===== src/rtl/perf_rpt_pkg.sv =====
// Shared types and helpers for the performance event reporter.
package perf_rpt_pkg;

  typedef enum logic [2:0] {IDLE, SYNC, SEQ, DATA, CSUM} rpt_state_e;

  localparam int unsigned BYTE_W = 8;

  function automatic int unsigned bytes_per_ch(input int unsigned cnt_w);
    return cnt_w / BYTE_W;
  endfunction

  // Sync + seq + payload + checksum
  function automatic int unsigned frame_len(input int unsigned num_ch, input int unsigned cnt_w);
    return 3 + num_ch * bytes_per_ch(cnt_w);
  endfunction

  function automatic bit params_ok(input int unsigned num_ch, input int unsigned cnt_w,
                                   input int unsigned period);
    return (cnt_w % BYTE_W == 0) && (cnt_w >= 8) && (cnt_w <= 64) &&
           (period >= 2) && (num_ch >= 1) && (num_ch <= 32);
  endfunction

endpackage


===== src/rtl/perf_ch_counter.sv =====
// One event channel: live counter plus shadow captured (and live cleared) on snapshot.
module perf_ch_counter
  import perf_rpt_pkg::*;
#(
  parameter int unsigned CNT_W    = 32,
  parameter bit          SATURATE = 1'b1
) (
  input  logic             clk,
  input  logic             rst,
  input  logic             en_i,
  input  logic             event_i,
  input  logic             snap_i,
  output logic [CNT_W-1:0] shadow_o
);

  logic [CNT_W-1:0] live_q, live_d, shadow_q, sum_c;
  logic             inc_c;

  // The snapshot captures the sum so the trigger-cycle event is not lost
  always_comb begin
    inc_c = en_i & event_i;
    sum_c = live_q + CNT_W'(inc_c);
    if (SATURATE && inc_c && (live_q == '1)) sum_c = live_q;
    live_d = snap_i ? '0 : sum_c;
  end

  always_ff @(posedge clk) begin
    if (rst) begin
      live_q   <= '0;
      shadow_q <= '0;
    end else begin
      live_q <= live_d;
      if (snap_i) shadow_q <= sum_c;
    end
  end

  assign shadow_o = shadow_q;

endmodule


===== src/rtl/perf_event_reporter.sv =====
// Counts NUM_CH event strobes per window and streams framed, checksummed snapshots
// over a valid/ready byte interface.
module perf_event_reporter
  import perf_rpt_pkg::*;
#(
  parameter int unsigned NUM_CH    = 8,
  parameter int unsigned CNT_W     = 32,
  parameter int unsigned PERIOD    = 1000000,
  parameter logic [7:0]  SYNC_BYTE = 8'hA5,
  parameter bit          SATURATE  = 1'b1
) (
  input  logic              clk,
  input  logic              rst,
  input  logic              en,
  input  logic [NUM_CH-1:0] event_i,
  input  logic              snap_req,
  input  logic              tx_ready,
  output logic [7:0]        tx_data,
  output logic              tx_valid,
  output logic              busy,
  output logic [7:0]        overrun_cnt
);

  localparam int unsigned BPC   = bytes_per_ch(CNT_W);
  localparam int unsigned TMR_W = $clog2(PERIOD);
  localparam int unsigned CH_W  = (NUM_CH > 1) ? $clog2(NUM_CH) : 1;
  localparam int unsigned BI_W  = (BPC > 1) ? $clog2(BPC) : 1;

  if (!params_ok(NUM_CH, CNT_W, PERIOD)) begin : g_bad_params
    $error("perf_event_reporter: illegal NUM_CH/CNT_W/PERIOD combination");
  end

  rpt_state_e       state_q;
  logic [TMR_W-1:0] timer_q;
  logic [7:0]       tx_data_q, seq_q, csum_q, overrun_q;
  logic             tx_valid_q, busy_q;
  logic [CH_W-1:0]  ch_idx_q, nxt_ch_c;
  logic [BI_W-1:0]  byte_idx_q, nxt_byte_c;
  logic [7:0]       nxt_data_c, first_data_c;
  logic             expire_c, trigger_c, snap_c, hs_c, last_byte_c, last_ch_c;
  logic [CNT_W-1:0] shadow [NUM_CH];

  function automatic logic [7:0] pick(input logic [CNT_W-1:0] v, input int unsigned b);
    return 8'(v >> (8 * (BPC - 1 - b)));
  endfunction

  always_comb begin
    expire_c     = en && (timer_q == TMR_W'(PERIOD - 1));
    trigger_c    = expire_c || snap_req;
    snap_c       = trigger_c && (state_q == IDLE);
    hs_c         = tx_valid_q && tx_ready;
    last_byte_c  = (byte_idx_q == BI_W'(BPC - 1));
    last_ch_c    = (ch_idx_q == CH_W'(NUM_CH - 1));
    nxt_byte_c   = last_byte_c ? '0 : byte_idx_q + BI_W'(1);
    nxt_ch_c     = (last_byte_c && !last_ch_c) ? ch_idx_q + CH_W'(1) : ch_idx_q;
    nxt_data_c   = pick(shadow[nxt_ch_c], 32'(nxt_byte_c));
    first_data_c = pick(shadow[0], 32'd0);
  end

  for (genvar g = 0; g < NUM_CH; g++) begin : g_ch
    perf_ch_counter #(
      .CNT_W    (CNT_W),
      .SATURATE (SATURATE)
    ) u_cnt (
      .clk      (clk),
      .rst      (rst),
      .en_i     (en),
      .event_i  (event_i[g]),
      .snap_i   (snap_c),
      .shadow_o (shadow[g])
    );
  end

  always_ff @(posedge clk) begin
    if (rst) timer_q <= '0;
    else if (en) timer_q <= expire_c ? '0 : timer_q + TMR_W'(1);
  end

  // Frame FSM / serializer; tx_data always holds the byte currently offered
  always_ff @(posedge clk) begin
    if (rst) begin
      state_q    <= IDLE;
      tx_data_q  <= '0;
      tx_valid_q <= 1'b0;
      busy_q     <= 1'b0;
      seq_q      <= '0;
      csum_q     <= '0;
      ch_idx_q   <= '0;
      byte_idx_q <= '0;
      overrun_q  <= '0;
    end else begin
      if (trigger_c && (state_q != IDLE) && (overrun_q != 8'hFF)) overrun_q <= overrun_q + 8'd1;
      if (hs_c) csum_q <= csum_q ^ tx_data_q;
      case (state_q)
        IDLE: if (trigger_c) begin
          state_q    <= SYNC;
          tx_valid_q <= 1'b1;
          busy_q     <= 1'b1;
          tx_data_q  <= SYNC_BYTE;
          csum_q     <= '0;
        end
        SYNC: if (hs_c) begin
          state_q   <= SEQ;
          tx_data_q <= seq_q;
        end
        SEQ: if (hs_c) begin
          state_q    <= DATA;
          ch_idx_q   <= '0;
          byte_idx_q <= '0;
          tx_data_q  <= first_data_c;
        end
        DATA: if (hs_c) begin
          if (last_byte_c && last_ch_c) begin
            state_q   <= CSUM;
            tx_data_q <= csum_q ^ tx_data_q;
          end else begin
            ch_idx_q   <= nxt_ch_c;
            byte_idx_q <= nxt_byte_c;
            tx_data_q  <= nxt_data_c;
          end
        end
        CSUM: if (hs_c) begin
          state_q    <= IDLE;
          tx_valid_q <= 1'b0;
          busy_q     <= 1'b0;
          seq_q      <= seq_q + 8'd1;
        end
        default: state_q <= IDLE;
      endcase
    end
  end

  assign tx_data     = tx_data_q;
  assign tx_valid    = tx_valid_q;
  assign busy        = busy_q;
  assign overrun_cnt = overrun_q;

endmodule


===== config.mk =====
export PLATFORM = sky130hd
export DESIGN_NAME = perf_event_reporter
export DESIGN_NICKNAME = d
export VERILOG_FILES = /design/src/rtl/perf_rpt_pkg.sv /design/src/rtl/perf_ch_counter.sv /design/src/rtl/perf_event_reporter.sv
export SDC_FILE = /design/constraint.sdc
export NUM_CORES = 1
export LEC_CHECK = 0
export CAP_MARGIN = 20
export CORE_MARGIN = 5
export CORE_UTILIZATION = 61
export DETAILED_ROUTE_END_ITERATION = 12
export PLACE_DENSITY = 0.88
export SETUP_SLACK_MARGIN = 0.1
export SLEW_MARGIN = 40
export SYNTH_ARGS = -nofsm -noshare
export SYNTH_HDL_FRONTEND = slang
export SYNTH_SLANG_ARGS = --single-unit

===== constraint.sdc =====
create_clock -name clk -period 5.9 [get_ports clk]
set_input_delay 1.475 -clock clk [delete_from_list [all_inputs] [get_ports clk]]
set_output_delay 1.475 -clock clk [all_outputs]
set_load 0.01 [all_outputs]

==> results.sh <==
export IMPL_hold_viol_final=0
export IMPL_ys_flop_type="dfxtp_1"
export IMPL_reg2reg_to="tx_data[5]$_SDFFE_PP0P_"
export IMPL_grt_pass1_wl_um=114000
export IMPL_reg2reg_depth=11
export IMPL_crit_arrival_ns=5.00
export IMPL_regArea_um2=11500
export IMPL_antenna_found_initial=2
export IMPL_pre_cts_slack_ns=1.10
export IMPL_syn_to_final_growth_pct=10.7
export IMPL_vias=22000
export IMPL_slew_limit_headroom=0.426
export IMPL_tightest_slew_ns=0.852
export IMPL_first_global_vias=21200
export IMPL_hold_buffers=0
export IMPL_cts_setup_buffers=0
export IMPL_yosysWarnings=0
export IMPL_syn_area_um2=24900
export IMPL_synth_edf_count=0
export IMPL_synth_top_area_share=0.461
export IMPL_die_area_um2=44900
export IMPL_clockBufferDepth=3
export IMPL_start_kind="flip-flop"
export IMPL_top_level_ports=31
export IMPL_multi_input_area_um2=12700
export IMPL_rows=74
export IMPL_track_usage=0.318
export IMPL_dpl_hpwl_um=51000
export IMPL_use_met1=0.397
export IMPL_grt_max_degree=140
export IMPL_syn_instance_count=2993
export IMPL_fin_ws_ns=1.44
export IMPL_final_max_slew_viol_count=0
export IMPL_root_buffer="clkbuf_16"
export IMPL_vias_per_cell=6.20
export IMPL_die_x_um=212
export IMPL_nNetsFinal=3000
export IMPL_yosys_area_top_type="dfxtp_1"
export IMPL_syn_num_nets=3028
export IMPL_core_um2=40600
export IMPL_finalPower_mw=7.94
export IMPL_instances_no_fill=3544
export IMPL_drtIter0Drc=2616
export IMPL_drive_gt1_frac=0.0618
export IMPL_final_util=0.679
export IMPL_final_common_cell="dfxtp_1"
export IMPL_peakVddDrop_uv=250
export IMPL_place_detailed_instances=3437
export IMPL_ys_ff_latch=573
export IMPL_rsz0062_at_grt="false"
export IMPL_p_leak_nw=9.40
export IMPL_fin_setup_tns_ns=0
export IMPL_synth_area_leaders="dfxtp_1 (46%), nand2_1 (7.3%), nor2_1 (6.6%)"
export IMPL_hp_class="flip-flop to flip-flop"
export IMPL_yosysSeqAreaShare=0.461
export IMPL_mostFrequentLayoutCells="dfxtp_1 (573), nand2_1 (486), nor2_1 (433)"
export IMPL_crit_required_ns=6.45
export IMPL_gr_total_overflow=0
export IMPL_cts_resized=0
export IMPL_tritoncts="built"
export IMPL_avgSynthCellArea_um2=8.31
export IMPL_status="finished clean"
export IMPL_first_pass_iters=6
export IMPL_initial_core_util=0.613
export IMPL_drc_errors=0
export IMPL_top_usage_layer="met2"
export IMPL_end_kind="flip-flop"
export IMPL_drv_cap=0
export IMPL_finalSetupViolCount=0
export IMPL_worst_r2r_setup_slack_ns=1.44
export IMPL_rr_startpoint="ch_idx_q[1]$_SDFFE_PP0P_"
export IMPL_grt_use_met3=0.0548
export IMPL_clkTransAtPathRegs_ns=0.06
export IMPL_whs_endpoint="g_ch[3].u_cnt.shadow_o[23]$_SDFFE_PP0P_"
export IMPL_port_buffers=30
export IMPL_max_freq_mhz=224
export IMPL_clock_skew_ns=0.0325
export IMPL_nFillCells=3074
export IMPL_worst_hold_startpoint="g_ch[3].u_cnt.shadow_o[23]$_SDFFE_PP0P_"
export IMPL_fp_dieH_um=212
export IMPL_ant_nets=0
export IMPL_async_reset_ff_frac=0
export IMPL_met2_usage=0.520
export IMPL_period_share=0.755
export IMPL_htree_levels=2
export IMPL_cts_num_sinks=573
export IMPL_hold_path_depth=2
export IMPL_clock_latency_ns=0.62
export IMPL_fin_crit_ns=4.46
export IMPL_path_class="flip-flop to flip-flop"
export IMPL_cts_buffers=56
export IMPL_wl_per_cell_um=20.6
export IMPL_ys_types=83
export IMPL_crit_fanout=23
export IMPL_wl_um=73100
export IMPL_powerDensity_nw_per_um2=288
export IMPL_gp_congestion=1.04
==> cell families (layout without fill, tap and decap cells) <==
group,count (synthesis),count (layout),synth area share
and+or+nand+nor,1410,1410,0.262
DFF,573,573,0.461
muxes,41,41,0.0209
buffers and inverters,179,196,0.0324
AOI/OAI and AO/OA,493,493,0.115
xor gates and xnor gates,275,275,0.0972
other,0,2,0
adders and majority gates,22,22,0.0111
==> worst max-delay path, cell delays in order, from the launching register on <==
cell and delay (ns):
dfxtp_1 0.46, ha_1 0.26, ha_1 0.26, nor2b_2 0.61, buf_4 0.36, mux2i_4 0.56, buf_4 0.41, mux2i_1 0.13
a22oi_1 0.47, o21ai_0 0.15, or4_1 0.50, o211ai_1 0.18
==> worst max path at each step <==
stage                             start                                 endpoint  slack [ns]  depth (start not counted)
6_report       ch_idx_q[1]$_SDFFE_PP0P_                  tx_data[5]$_SDFFE_PP0P_        1.44                         11
5_1_grt        ch_idx_q[1]$_SDFFE_PP0P_                  tx_data[5]$_SDFFE_PP0P_        1.37                         11
4_1_cts        ch_idx_q[0]$_SDFFE_PP0P_                  tx_data[1]$_SDFFE_PP0P_        1.53                         11
3_5_place_dp                         en  g_ch[4].u_cnt.shadow_o[22]$_SDFFE_PP0P_        1.10                         11
3_3_place_gp                         en  g_ch[5].u_cnt.shadow_o[14]$_SDFFE_PP0P_        1.27                         11
2_1_floorplan                        en  g_ch[6].u_cnt.shadow_o[31]$_SDFFE_PP0P_        2.39                         11
==> per-stage QoR <==
step / hold slack (ns) / area [um^2]
6_report: 0.446 / 27500
5_1_grt: 0.471 / 27500
4_1_cts: 0.447 / 27500
3_5_place_dp: 0.439 / 25500
3_3_place_gp: 0.435 / 25500
2_1_floorplan: 0.420 / 24900
==> Yosys cell counts (all sizes together) (18+ instances only) <==
cell,instances
and2,27
nand2b,18
xnor2,119
a21oi,85
a31oi,18
nor2,434
dfxtp,573
nand3,132
nand4,88
and3,66
ha,22
o21ai,269
nor4,25
nand2,486
xor2,156
buf,60
clkbuf,88
a22oi,22
and4,25
nor3,44
inv,30
mux2i,28
==> final cells by class <==
| type | instances | share of cell area |
|---|---|---|
| Clock inverter | 27 | 0.0134 |
| Clock buffer | 76 | 0.0581 |
| Timing Repair Buffer | 62 | 0.0233 |
| Sequential cell | 573 | 0.417 |
| Multi-Input combinational cell | 2241 | 0.460 |
| Antenna cell | 2 | 0.000182 |
| Inverter | 31 | 0.00423 |
| Tap cell | 532 | 0.0242 |
==> flip-flops by register name (all words and copies together), names as in the netlist <==
register and count:
busy 1, byte_idx_q 2, ch_idx_q 3, csum_q 8, g_ch.u_cnt.live_q 256, g_ch.u_cnt.shadow_o 256, overrun_cnt 8, seq_q 8
state_q 3, timer_q 20, tx_data 8
==> layer usage <==
layer / up-vias / wire [um]
li1: 10200 / -
met1: 10500 / 28700
met2: 1040 / 34100
met3: 248 / 5560
met4: 0 / 4770
met5: - / 0
==> power by group <==
group,total [mW],internal (mW),switching [mW]
Sequential,3.90,3.88,0.0200
Combinational,0.240,0.0583,0.182
Clock,3.79,2.25,1.54
Total,7.94,6.19,1.74
Note: power is estimated with default switching activity, not from simulation.
==> variant (same flow settings) <==
Change the parameter `PERIOD` from 1000000 to 2000000.
--- a/src/rtl/perf_event_reporter.sv
+++ b/src/rtl/perf_event_reporter.sv
@@ -5,7 +5,7 @@
 #(
   parameter int unsigned NUM_CH    = 8,
   parameter int unsigned CNT_W     = 32,
-  parameter int unsigned PERIOD    = 1000000,
+  parameter int unsigned PERIOD    = 2000000,
   parameter logic [7:0]  SYNC_BYTE = 8'hA5,
   parameter bit          SATURATE  = 1'b1
 ) (
Function: no difference found for any inputs over 4 cycles, from zero or initial values and one cycle with rst high; that may be too few to reach the edited logic, so the function may still have changed.
==> variant against the unedited design <==
Routed wire length up 6.0%; cell count decreased by 0.51%; via count is 2.6% higher; sequential cell count rose by 1; critical endpoint is now tx_data[0]$_SDFFE_PP0P_; synthesized cell count about the same; maximum frequency shrank 3.5%; critical path type unchanged; cell area up 3.4%; worst hold slack gained 0.024 ns; area after synthesis increased by 3.5%; global-route usage grew 0.73 points; setup slack lost 0.16 ns.
Power is not compared: it rests on default switching activity, and its combinational part moved more than twofold at a synthesized area within 25%.
==> variant: results (changes against the unedited design) <==
Slew HR -> 0.4334 (was 0.4265)
Synth Area in Adders -> 0.01069 (was 0.01107)
Worst clock skew -> 0.02972 ns (was 0.03253 ns)
Post-synthesis cell type count -> 80 (was 83)
Seq/Total Area, Yosys -> 0.4463 (was 0.4613)
Synthesized-area fraction occupied by xor and xnor cells -> 0.09248 (was 0.09716)
Port buffer count -> 30 (unchanged)
Post-synth ARST share -> 0 (unchanged)
Family with the most delay on the worst path -> simple AND/OR/NAND/NOR gates (unchanged)
Max IR drop VDD -> 0.1946 mV
Status -> finished clean (unchanged)
CTS HTree Levels -> 2 (unchanged)
Max incr delay on CP -> 0.66 ns (was 0.61 ns)
Worst hold path type -> reg2reg (unchanged)
Final GP Congestion -> 1.023 (was 1.042)
Area contributors post-synth -> dfxtp_1 45%, nor2_1 9.5%, a211oi_1 6.9% (was dfxtp_1 46%, nand2_1 7.3%, nor2_1 6.6%)
Grt met2 use -> 0.5155 (was 0.5205)
Routed length per instance -> 21.98 um (was 20.62 um)
Via/cell ratio -> 6.398 (was 6.203)
Routing usage on met1 -> 0.4323 (was 0.3972)
Maximum clock insertion buffer count -> 3 (unchanged)
GR Util All Layers -> 0.3250 (was 0.3177)
PostCTS Resize Cnt -> 0 (unchanged)
DP Wirelength -> 55.17 mm (was 51.04 mm)
Vias in the first global route -> 21720 (was 21170)
DR pass1 iterations -> 8 (was 6)
Clock latency on the worst-skew pair -> 0.63 ns
M3 GR Usage -> 0.06839 (was 0.05483)
WP data arrival -> 5.09 ns (was 5.00 ns)
CTS Root Buffer Type -> clkbuf_16 (unchanged)
Filler cell count -> 3096 (was 3074)
P_int -> 6.540 mW
Critical-path maximum fanout -> 42 (was 23)
Clock-pin slew on the worst setup and hold paths -> 0.06 ns (about the same)
Setup bufs post-CTS -> 0 (unchanged)
TritonCTS Buffers -> 56 (unchanged)
Initial drt markers -> 2914 (was 2616)
R2r worst-path depth -> 11 (unchanged)
CP max stage cell -> nor2b_2 (unchanged)
Layout Nets -> 2975 (was 3000)
Syn. warnings -> 0 (unchanged)
Mux cell area share after synthesis -> 0.04150 (was 0.02088)
First-pass GRT wire length -> 121.9 mm (was 114.2 mm)
Initial antenna violation count -> 0 (was 2)
Layout cell share with drive strength beyond 1 -> 0.06562 (was 0.06179)
Worst hold stages -> 2 (unchanged)
Antenna diodes -> 0 (was 2)
Largest net degree at the start of global routing -> 156 (was 140)
Post-synthesis compound-gate area fraction -> 0.1324 (was 0.1151)
Commonest cells in the netlist -> 653 x nor2_1, 574 x dfxtp_1, 235 x a211oi_1 (was 573 x dfxtp_1, 486 x nand2_1, 434 x nor2_1)
Pleak -> 10.01 nW
==> variant: cell types whose count changed after synthesis, moves of 40 or more <==
cell	change
a211oi_1	+227
nand2_1	-284
o21ai_0	-186
clkbuf_1	+60
nor2_1	+219
o21ai_1	-40
==> variant: path summary, 6_finish.rpt <==
| kind | slack, ns | to | startpoint |
|---|---|---|---|
| max | 1.28 | tx_data[0]$_SDFFE_PP0P_ | ch_idx_q[1]$_SDFFE_PP0P_ |
| min | 0.47 | g_ch[6].u_cnt.shadow_o[9]$_SDFFE_PP0P_ | g_ch[6].u_cnt.shadow_o[9]$_SDFFE_PP0P_ |
| max reg2reg | 1.28 | tx_data[0]$_SDFFE_PP0P_ | ch_idx_q[1]$_SDFFE_PP0P_ |
| min reg2reg | 0.47 | g_ch[6].u_cnt.shadow_o[9]$_SDFFE_PP0P_ | g_ch[6].u_cnt.shadow_o[9]$_SDFFE_PP0P_ |
==> variant: final cells by class <==
cell class	count	share of cell area
clock inverters	38	0.01731
clock buffers	67	0.05385
flip-flops and latches	574	0.4034
repair buffers	61	0.02231
multi-input cells	2207	0.4742
well taps	539	0.02368
inverters	40	0.005271
==> variant: logic make-up after synthesis <==
kind of cell,count (synthesis)
AO/OA/AOI/OAI,479
multiplexers,84
adder cells (fa/ha/maj),22
buffers and inverters,211
flip-flops,574
XOR/XNOR,271
AND/OR/NAND/NOR,1351
==> variant: layer usage <==
metal,vias to the layer above,part of all wire
li1,10480,-
met3,214,0.091
met1,10820,0.41
met5,-,0
met4,0,0.048
met2,1038,0.45
==> variant: tightest hold or removal path, stage by stage, from the launching register on <==
cell and delay [ns]:
dfxtp_1 0.33, nand2_1 0.05, o21ai_0 0.06
==> variant: power by group through the flow <==
stage | registers [mW] | clock network (mW) | logic, mW
final | 4.16 | 3.92 | 0.544
after global routing | 4.16 | 4.11 | 0.597
after CTS | 4.15 | 3.94 | 0.533
after detailed placement | 4.23 | 0 | 0.530
after global placement | 4.23 | 0 | 0.505
after floorplan | 4.15 | 0 | 0.382
==> variant: stage by stage <==
stage | setup WS [ns] | power (mW) | util | std cells | cell area (um2)
after floorplan | 2.191 | 4.537 | - | 2992 | 25750
after global placement | 1.348 | 4.732 | 0.6312 | 3421 | 26420
after detailed placement | 1.259 | 4.762 | 0.6320 | 3421 | 26450
after CTS | 1.529 | 8.622 | 0.6805 | 3526 | 28480
after global routing | 1.151 | 8.870 | 0.6806 | 3526 | 28480
final | 1.280 | 8.625 | 0.6806 | 3526 | 28480
